**src/rtl/ioctl_pkg.sv**
```systemverilog
// Shared types and constants for the HPS ioctl upload server.
package ioctl_pkg;

  typedef enum logic [1:0] {
    ST_IDLE,
    ST_REQ,
    ST_READ,
    ST_HOLD
  } state_t;

  localparam logic [7:0] UPLOAD_INDEX_DEFAULT = 8'd4;
  localparam logic [7:0] OOR_BYTE             = 8'hFF;

endpackage

```
**src/rtl/ioctl_upload_server.sv**
```systemverilog
// Serves HPS upload reads (hiscore/NVRAM save) from a core-side buffer behind a
// request/grant read port with fixed read latency.
module ioctl_upload_server
  import ioctl_pkg::*;
#(
  parameter logic [7:0] UPLOAD_INDEX = UPLOAD_INDEX_DEFAULT,
  parameter int         ADDR_W       = 10,
  parameter int         RD_LATENCY   = 1
) (
  input  logic              clk_sys,
  input  logic              reset,
  input  logic              ioctl_upload,
  input  logic [7:0]        ioctl_index,
  input  logic              ioctl_rd,
  input  logic [24:0]       ioctl_addr,
  output logic [7:0]        ioctl_din,
  output logic              ioctl_wait,
  output logic              ram_req,
  input  logic              ram_gnt,
  output logic [ADDR_W-1:0] ram_addr,
  input  logic [7:0]        ram_dout,
  output logic              upload_done,
  output logic              proto_err
);

  state_t            state, state_nxt;
  logic [1:0]        cnt, cnt_nxt;
  logic [7:0]        din_nxt;
  logic              wait_nxt, req_nxt;
  logic [ADDR_W-1:0] addr_nxt;
  logic              served, served_nxt;
  logic              done_nxt, err_nxt;
  logic              upload_prev;
  logic              rd_hit, in_range, upload_fall;

  assign rd_hit      = ioctl_rd & ioctl_upload & (ioctl_index == UPLOAD_INDEX);
  // Range check on the full address so high bits never alias into the buffer.
  assign in_range    = (ioctl_addr >> ADDR_W) == 25'd0;
  assign upload_fall = upload_prev & ~ioctl_upload;

  always_comb begin
    state_nxt  = state;
    cnt_nxt    = cnt;
    din_nxt    = ioctl_din;
    wait_nxt   = ioctl_wait;
    req_nxt    = ram_req;
    addr_nxt   = ram_addr;
    served_nxt = served;
    done_nxt   = 1'b0;
    err_nxt    = proto_err;

    if (upload_fall) begin
      done_nxt   = served;
      served_nxt = 1'b0;
    end

    if (state != ST_IDLE && ioctl_rd) err_nxt = 1'b1;

    // Session teardown wins over any fetch in flight; ioctl_din is left alone.
    if (state != ST_IDLE && !ioctl_upload) begin
      state_nxt = ST_IDLE;
      wait_nxt  = 1'b0;
      req_nxt   = 1'b0;
    end else begin
      case (state)
        ST_IDLE: begin
          if (rd_hit) begin
            if (in_range) begin
              addr_nxt   = ioctl_addr[ADDR_W-1:0];
              wait_nxt   = 1'b1;
              req_nxt    = 1'b1;
              served_nxt = 1'b1;
              state_nxt  = ST_REQ;
            end else begin
              din_nxt = OOR_BYTE;
            end
          end
        end
        ST_REQ: begin
          if (ram_gnt) begin
            req_nxt   = 1'b0;
            cnt_nxt   = 2'(RD_LATENCY);
            state_nxt = ST_READ;
          end
        end
        ST_READ: begin
          cnt_nxt = cnt - 2'd1;
          if (cnt == 2'd1) begin
            din_nxt   = ram_dout;
            state_nxt = ST_HOLD;
          end
        end
        ST_HOLD: begin
          wait_nxt  = 1'b0;
          state_nxt = ST_IDLE;
        end
        default: state_nxt = ST_IDLE;
      endcase
    end
  end

  always_ff @(posedge clk_sys or posedge reset) begin
    if (reset) begin
      state       <= ST_IDLE;
      cnt         <= 2'd0;
      ioctl_din   <= 8'h00;
      ioctl_wait  <= 1'b0;
      ram_req     <= 1'b0;
      ram_addr    <= '0;
      served      <= 1'b0;
      upload_done <= 1'b0;
      proto_err   <= 1'b0;
      upload_prev <= 1'b0;
    end else begin
      state       <= state_nxt;
      cnt         <= cnt_nxt;
      ioctl_din   <= din_nxt;
      ioctl_wait  <= wait_nxt;
      ram_req     <= req_nxt;
      ram_addr    <= addr_nxt;
      served      <= served_nxt;
      upload_done <= done_nxt;
      proto_err   <= err_nxt;
      upload_prev <= ioctl_upload;
    end
  end

endmodule
```
**config.mk**
```make
export PLATFORM = sky130hd
export DESIGN_NAME = ioctl_upload_server
export DESIGN_NICKNAME = d
export VERILOG_FILES = /design/src/rtl/ioctl_pkg.sv /design/src/rtl/ioctl_upload_server.sv
export SDC_FILE = /design/constraint.sdc
export NUM_CORES = 1
export LEC_CHECK = 0
export BUFFER_PORTS_ARGS = -buffer_cell sky130_fd_sc_hd__buf_2
export CAP_MARGIN = 20
export CORE_UTILIZATION = 47
export CTS_BUF_LIST = sky130_fd_sc_hd__clkbuf_2 sky130_fd_sc_hd__clkbuf_4 sky130_fd_sc_hd__clkbuf_8
export DETAILED_ROUTE_END_ITERATION = 8
export PLACE_DENSITY = 0.91
export SLEW_MARGIN = 10
export SYNTH_ARGS = -nofsm -noshare
export SYNTH_HDL_FRONTEND = slang
export SYNTH_SLANG_ARGS = --single-unit
```
**constraint.sdc**
```tcl
create_clock -name clk_sys -period 2.3 [get_ports clk_sys]
set_input_delay 0.23 -clock clk_sys [delete_from_list [all_inputs] [get_ports clk_sys]]
set_output_delay 0.23 -clock clk_sys [all_outputs]
set_load 0.01 [all_outputs]
```
Word-level counts from Yosys, hierarchy flattened
Cells that the tools add are included.
{ "totals": {"in_bits": 46, "wordCells": 70, "ff_bits": 28} }
{ "op_classes": {"n_eq_ne": 13, "addsub": 1, "n_mux": 25, "n_reduce_logical": 16, "n_bitwise": 5} }
{ "ops": {"columns": ["op", "n"], "rows": [
  ["25-bit zero test", 1],
  ["8-bit 2-to-1 mux", 3],
  ["8-bit case mux with 2 select lines", 1],
  ["2-bit 2-to-1 mux", 6],
  ["3-bit inequality test (second input constant)", 4],
  ["4-bit AND reduction", 3],
  ["1-bit 2-to-1 mux", 11],
  ["8-bit by 3-bit == test with 1-bit output (second input constant)", 1],
  ["2-bit inequality test (second input constant)", 4],
  ["2-bit case mux with 4 select lines", 1],
  ["3-bit AND reduction", 2],
  ["2-bit nonzero test", 3],
  ["3-bit nonzero test", 2],
  ["5-bit AND reduction", 1],
  ["2-bit by 1-bit == test with 1-bit output (second input constant)", 2],
  ["2-bit == test (second input constant)", 2],
  ["1-bit case mux with 2 select lines", 2],
  ["2-bit case mux with 2 select lines", 1],
  ["1-bit AND", 3],
  ["1-bit logical AND", 2],
  ["2-bit zero test", 1],
  ["1-bit inverter", 2],
  ["2-bit by 1-bit subtractor with 2-bit output (second input constant)", 1],
  ["1-bit zero test", 1]
]} }

Logic depth before layout (Yosys ltp)
{ "logic_depth": {"word_depth": 7, "depth_mapped": 7} }

Worst setup path before layout
No wires, ideal clock.
{ "synth_timing": {"path_kind": "input-to-reg", "startpoint": "input port ioctl_index[3]", "endpoint": "register ioctl_din[0]", "t_arrival_ns": 2.221, "stages": 5, "path_slack_ns": -0.046, "setup_ns": 0.125, "required_time_ns": 2.175, "path_buffers": 1, "path_cell_list": "or4b_4 -> or4_1 -> buf_2 -> o41ai_4 -> mux2_2"} }
{ "synth_between": {"elab_chain_len": 4} }
{ "synth_rtl": {"columns": ["item", "line", "rtl"], "rows": [
  ["start: declaration", "ioctl_upload_server.sv:13", "input logic [7:0] ioctl_index,"],
  ["8-bit by 3-bit == test with 1-bit output", "ioctl_upload_server.sv:36", "assign rd_hit = ioctl_rd & ioctl_upload & (ioctl_index == UPLOAD_INDEX);"],
  ["1-bit AND", "ioctl_upload_server.sv:36", null],
  ["2-bit inequality test (no line)", null, null],
  ["5-bit AND reduction (no line)", null, null],
  ["end signal: assignment", "ioctl_upload_server.sv:117", "ioctl_din <= din_nxt;"],
  ["end: declaration", "ioctl_upload_server.sv:16", "output logic [7:0] ioctl_din,"]
]} }
Every way passes these cells.
A chain may end at the register's enable or synchronous reset.

Worst setup path after layout
{ "layout_timing": {"startpoint": "register state[1]", "endpoint": "register ioctl_din[7]"} }
{ "layout_between": {"elab_chain_len": 4} }
{ "layout_rtl": {"columns": ["item", "line", "rtl"], "rows": [
  ["start: declaration", "ioctl_upload_server.sv:26", "state_t state, state_nxt;"],
  ["start signal: assignment", "ioctl_upload_server.sv:115", "state <= state_nxt;"],
  ["parallel branches: the longest is 4 deep, another holds 5-bit AND reduction", null, null]
]} }
Parallel ways; which one is timed is not known.

==> results.tsv <==
metric	value	unit
ios	68	
ant_nets	0	
cts_tree	yes	
path_class	flip-flop to flip-flop	
synth_area_per_cell	12.0	µm²
nFillCells	216	
crit_top_cell	inv_1	
cts.htree.levels	1	
die_w	56.2	µm
final.setup.worst_slack	195	ps
cp_num_cells	6	
critical-path-top-delay-family	buffers and inverters	
status	complete, no violations	
finalCritPeriodShare	91.5	%
report.final.slew_viol_count	0	
stdcell_count	219	
path_max_fanout	9	
min_path_cells	2	
max_cap_viol_count	0	
setup_viol	0	
fmax	0.475	GHz
synth_nets	166	
async_flop_share	100	%
dieHeight	56.2	µm
drc_errors	0	
cp_data_arrival_time	2330	ps
finalWirelength	2.99	mm
synth_edf_count	0	
ys_seq_elements	28	
cp_data_required_time	2520	ps
pre_cts_ws	-146	ps
ys_seq_area_share	50.7	%
max_stage_delay	470	ps
grt_pass1_wl	5.22	mm
cts_setup_buffers	0	
reg2reg_depth	6	
ys_types	36	
hold_viol	0	
power_density	502	mW/mm²
crit_buf_inv	3	
clock_skew	6.82	ps
min_path_type	input pin to flip-flop	
netlist_area	0.00138	mm²
gp_congestion	0.838	
placement.io_buffers	67	
end_kind	flip-flop	
netlist_instances	115	
r2r_slack	200	ps
seq_area	701	µm²
design.core.area	0.00278	mm²
grt_usage	21.0	%
wl_per_cell	13.7	µm
fp-row-count	19	
area_delta_synth_final	35.1	%
first_pass_iters	4	
grt_pass1_vias	1246	
drive_above_1_share	52.7	%
cts-buffers-inserted	3	
worstMarginPinSlew	482	ps
grt_max_degree	29	
grt_setup_unrepaired	no	
die_area	0.00316	mm²
cts.clk_slew.worst_paths	140	ps
num-nets-final	240	
grt_overflow	0	
placedCellCount	213	
clock_latency	330	ps
cts-root-buf	clkbuf_4	
cts.path.max_buffers	2	
vdd_drop_max	0.465	mV
dr.first_iter.drc_count	21	
vias	1185	
ys_warn_count	0	
multi_input_area	641	µm²
fin_crit	2100	ps
slowest_stage	dfrtp_1	
dpl.hpwl	2.37	mm
cts_sinks	28	
ys.flop_type	dfrtp_1	
slew_headroom	67.8	%
grt_antenna_before_repair	0	
cp-start-kind	flip-flop	
crit_chain	inv_1 -> ha_2 -> inv_1 -> o41ai_4 -> buf_4 -> mux2_2	
initial_core_util	49.7	%
p_leak	1.02	nW
vias_per_cell	5.41	
antenna_cells	0	
-- power by group --
group	internal (W)	switching (W)	leakage, nW	total [W]
registers	0.000510	0.00000914	0.388	0.000519
clock network	0.000176	0.000140	0.0279	0.000316
logic	0.0000591	0.0000426	0.607	0.000102
-- layout by cell type, fill, tap and decap left out, types with 2 or more instances in the layout --
cell type / count
buf_2: 67
dfrtp_1: 28
mux2_2: 18
nand2b_1: 8
inv_1: 6
nor4_1: 5
buf_4: 5
nor2b_1: 4
ha_1: 4
nor2_1: 3
o21ai_0: 3
nand2_1: 3
o22ai_1: 3
clkbuf_4: 3
nand4_1: 2
o211ai_1: 2
-- timing repair --
action                                  CTS  global route
endpoints found under the setup margin    0             8
resized for setup                         0             1
hold buffers                              0             1
hold endpoints to repair                  0             8
-- cells by family (layout without fill, tap and decap cells) --
| group | Yosys count | count (layout) | synth area share, % |
|---|---|---|---|
| AND/OR/NAND/NOR | 36 | 36 | 16.7 |
| adder cells (fa/ha/maj) | 5 | 5 | 4.53 |
| multiplexers | 19 | 19 | 15.4 |
| AO/OA/AOI/OAI | 16 | 16 | 9.60 |
| buffers and inverters | 11 | 84 | 3.08 |
| flip-flops | 28 | 28 | 50.7 |
-- Yosys cell counts (3+ instances only) --
library cell,number,share of area (%)
nand2b_1,8,3.6
nor2_1,3,0.82
nor4_1,5,2.3
dfrtp_1,28,51
ha_1,5,4.5
mux2_2,18,15
o21ai_0,3,1.1
nand2_1,3,0.82
nor2b_1,4,1.8
o22ai_1,3,1.4
clkbuf_1,3,0.82
inv_1,6,1.6
-- worst reg2reg max path, cell delays in order, from the launching register on --
cell	delay (ps)
dfrtp_1	470
inv_1	140
ha_2	290
inv_1	150
o41ai_4	370
buf_4	230
mux2_2	350
-- sequential cells by signal, indices dropped and copies added (netlist names) --
register     count
ram_req          1
upload_done      1
proto_err        1
ioctl_din        8
ioctl_wait       1
served           1
state            2
cnt              2
upload_prev      1
ram_addr        10
-- cell type report --
class	count	share of cell area [%]
tap	31	2.08
inverter	6	1.21
clock buffer	3	1.21
timing repair buffer	74	22.0
clock inverter	1	1.61
sequential	28	37.6
multi-input combinational	76	34.3
-- routing by layer --
metal / track usage (%) / up-vias / share of wire (%)
met5: 0 / - / 0
li1: - / 564 / -
met2: 38.8 / 63 / 52
met4: 6.27 / 0 / 1.5
met3: 3.02 / 7 / 6.8
met1: 25.2 / 551 / 40
-- worst paths after layout --
check	startpoint	endpoint
max	state[1]	ioctl_din[7]
min	ioctl_addr[4]	ram_addr[4]
max reg2reg	state[1]	ioctl_din[7]
min reg2reg	proto_err	proto_err
max in group asynchronous	reset	ram_addr[1]
min in group asynchronous	reset	ioctl_din[0]
-- metrics by stage --
stage	power, W	hold slack, ps	instance area (µm²)	util, %	TNS (ps)
floorplan	0.000566	261	1380	-	-366
global placement	0.000618	442	1770	63.7	-687
detailed placement	0.000624	439	1770	63.7	-1140
CTS	0.000940	104	1830	65.6	0
global route	0.000979	104	1870	67.1	0
finish	0.000937	116	1870	67.1	0
Note: power is estimated with default switching activity, not from simulation.
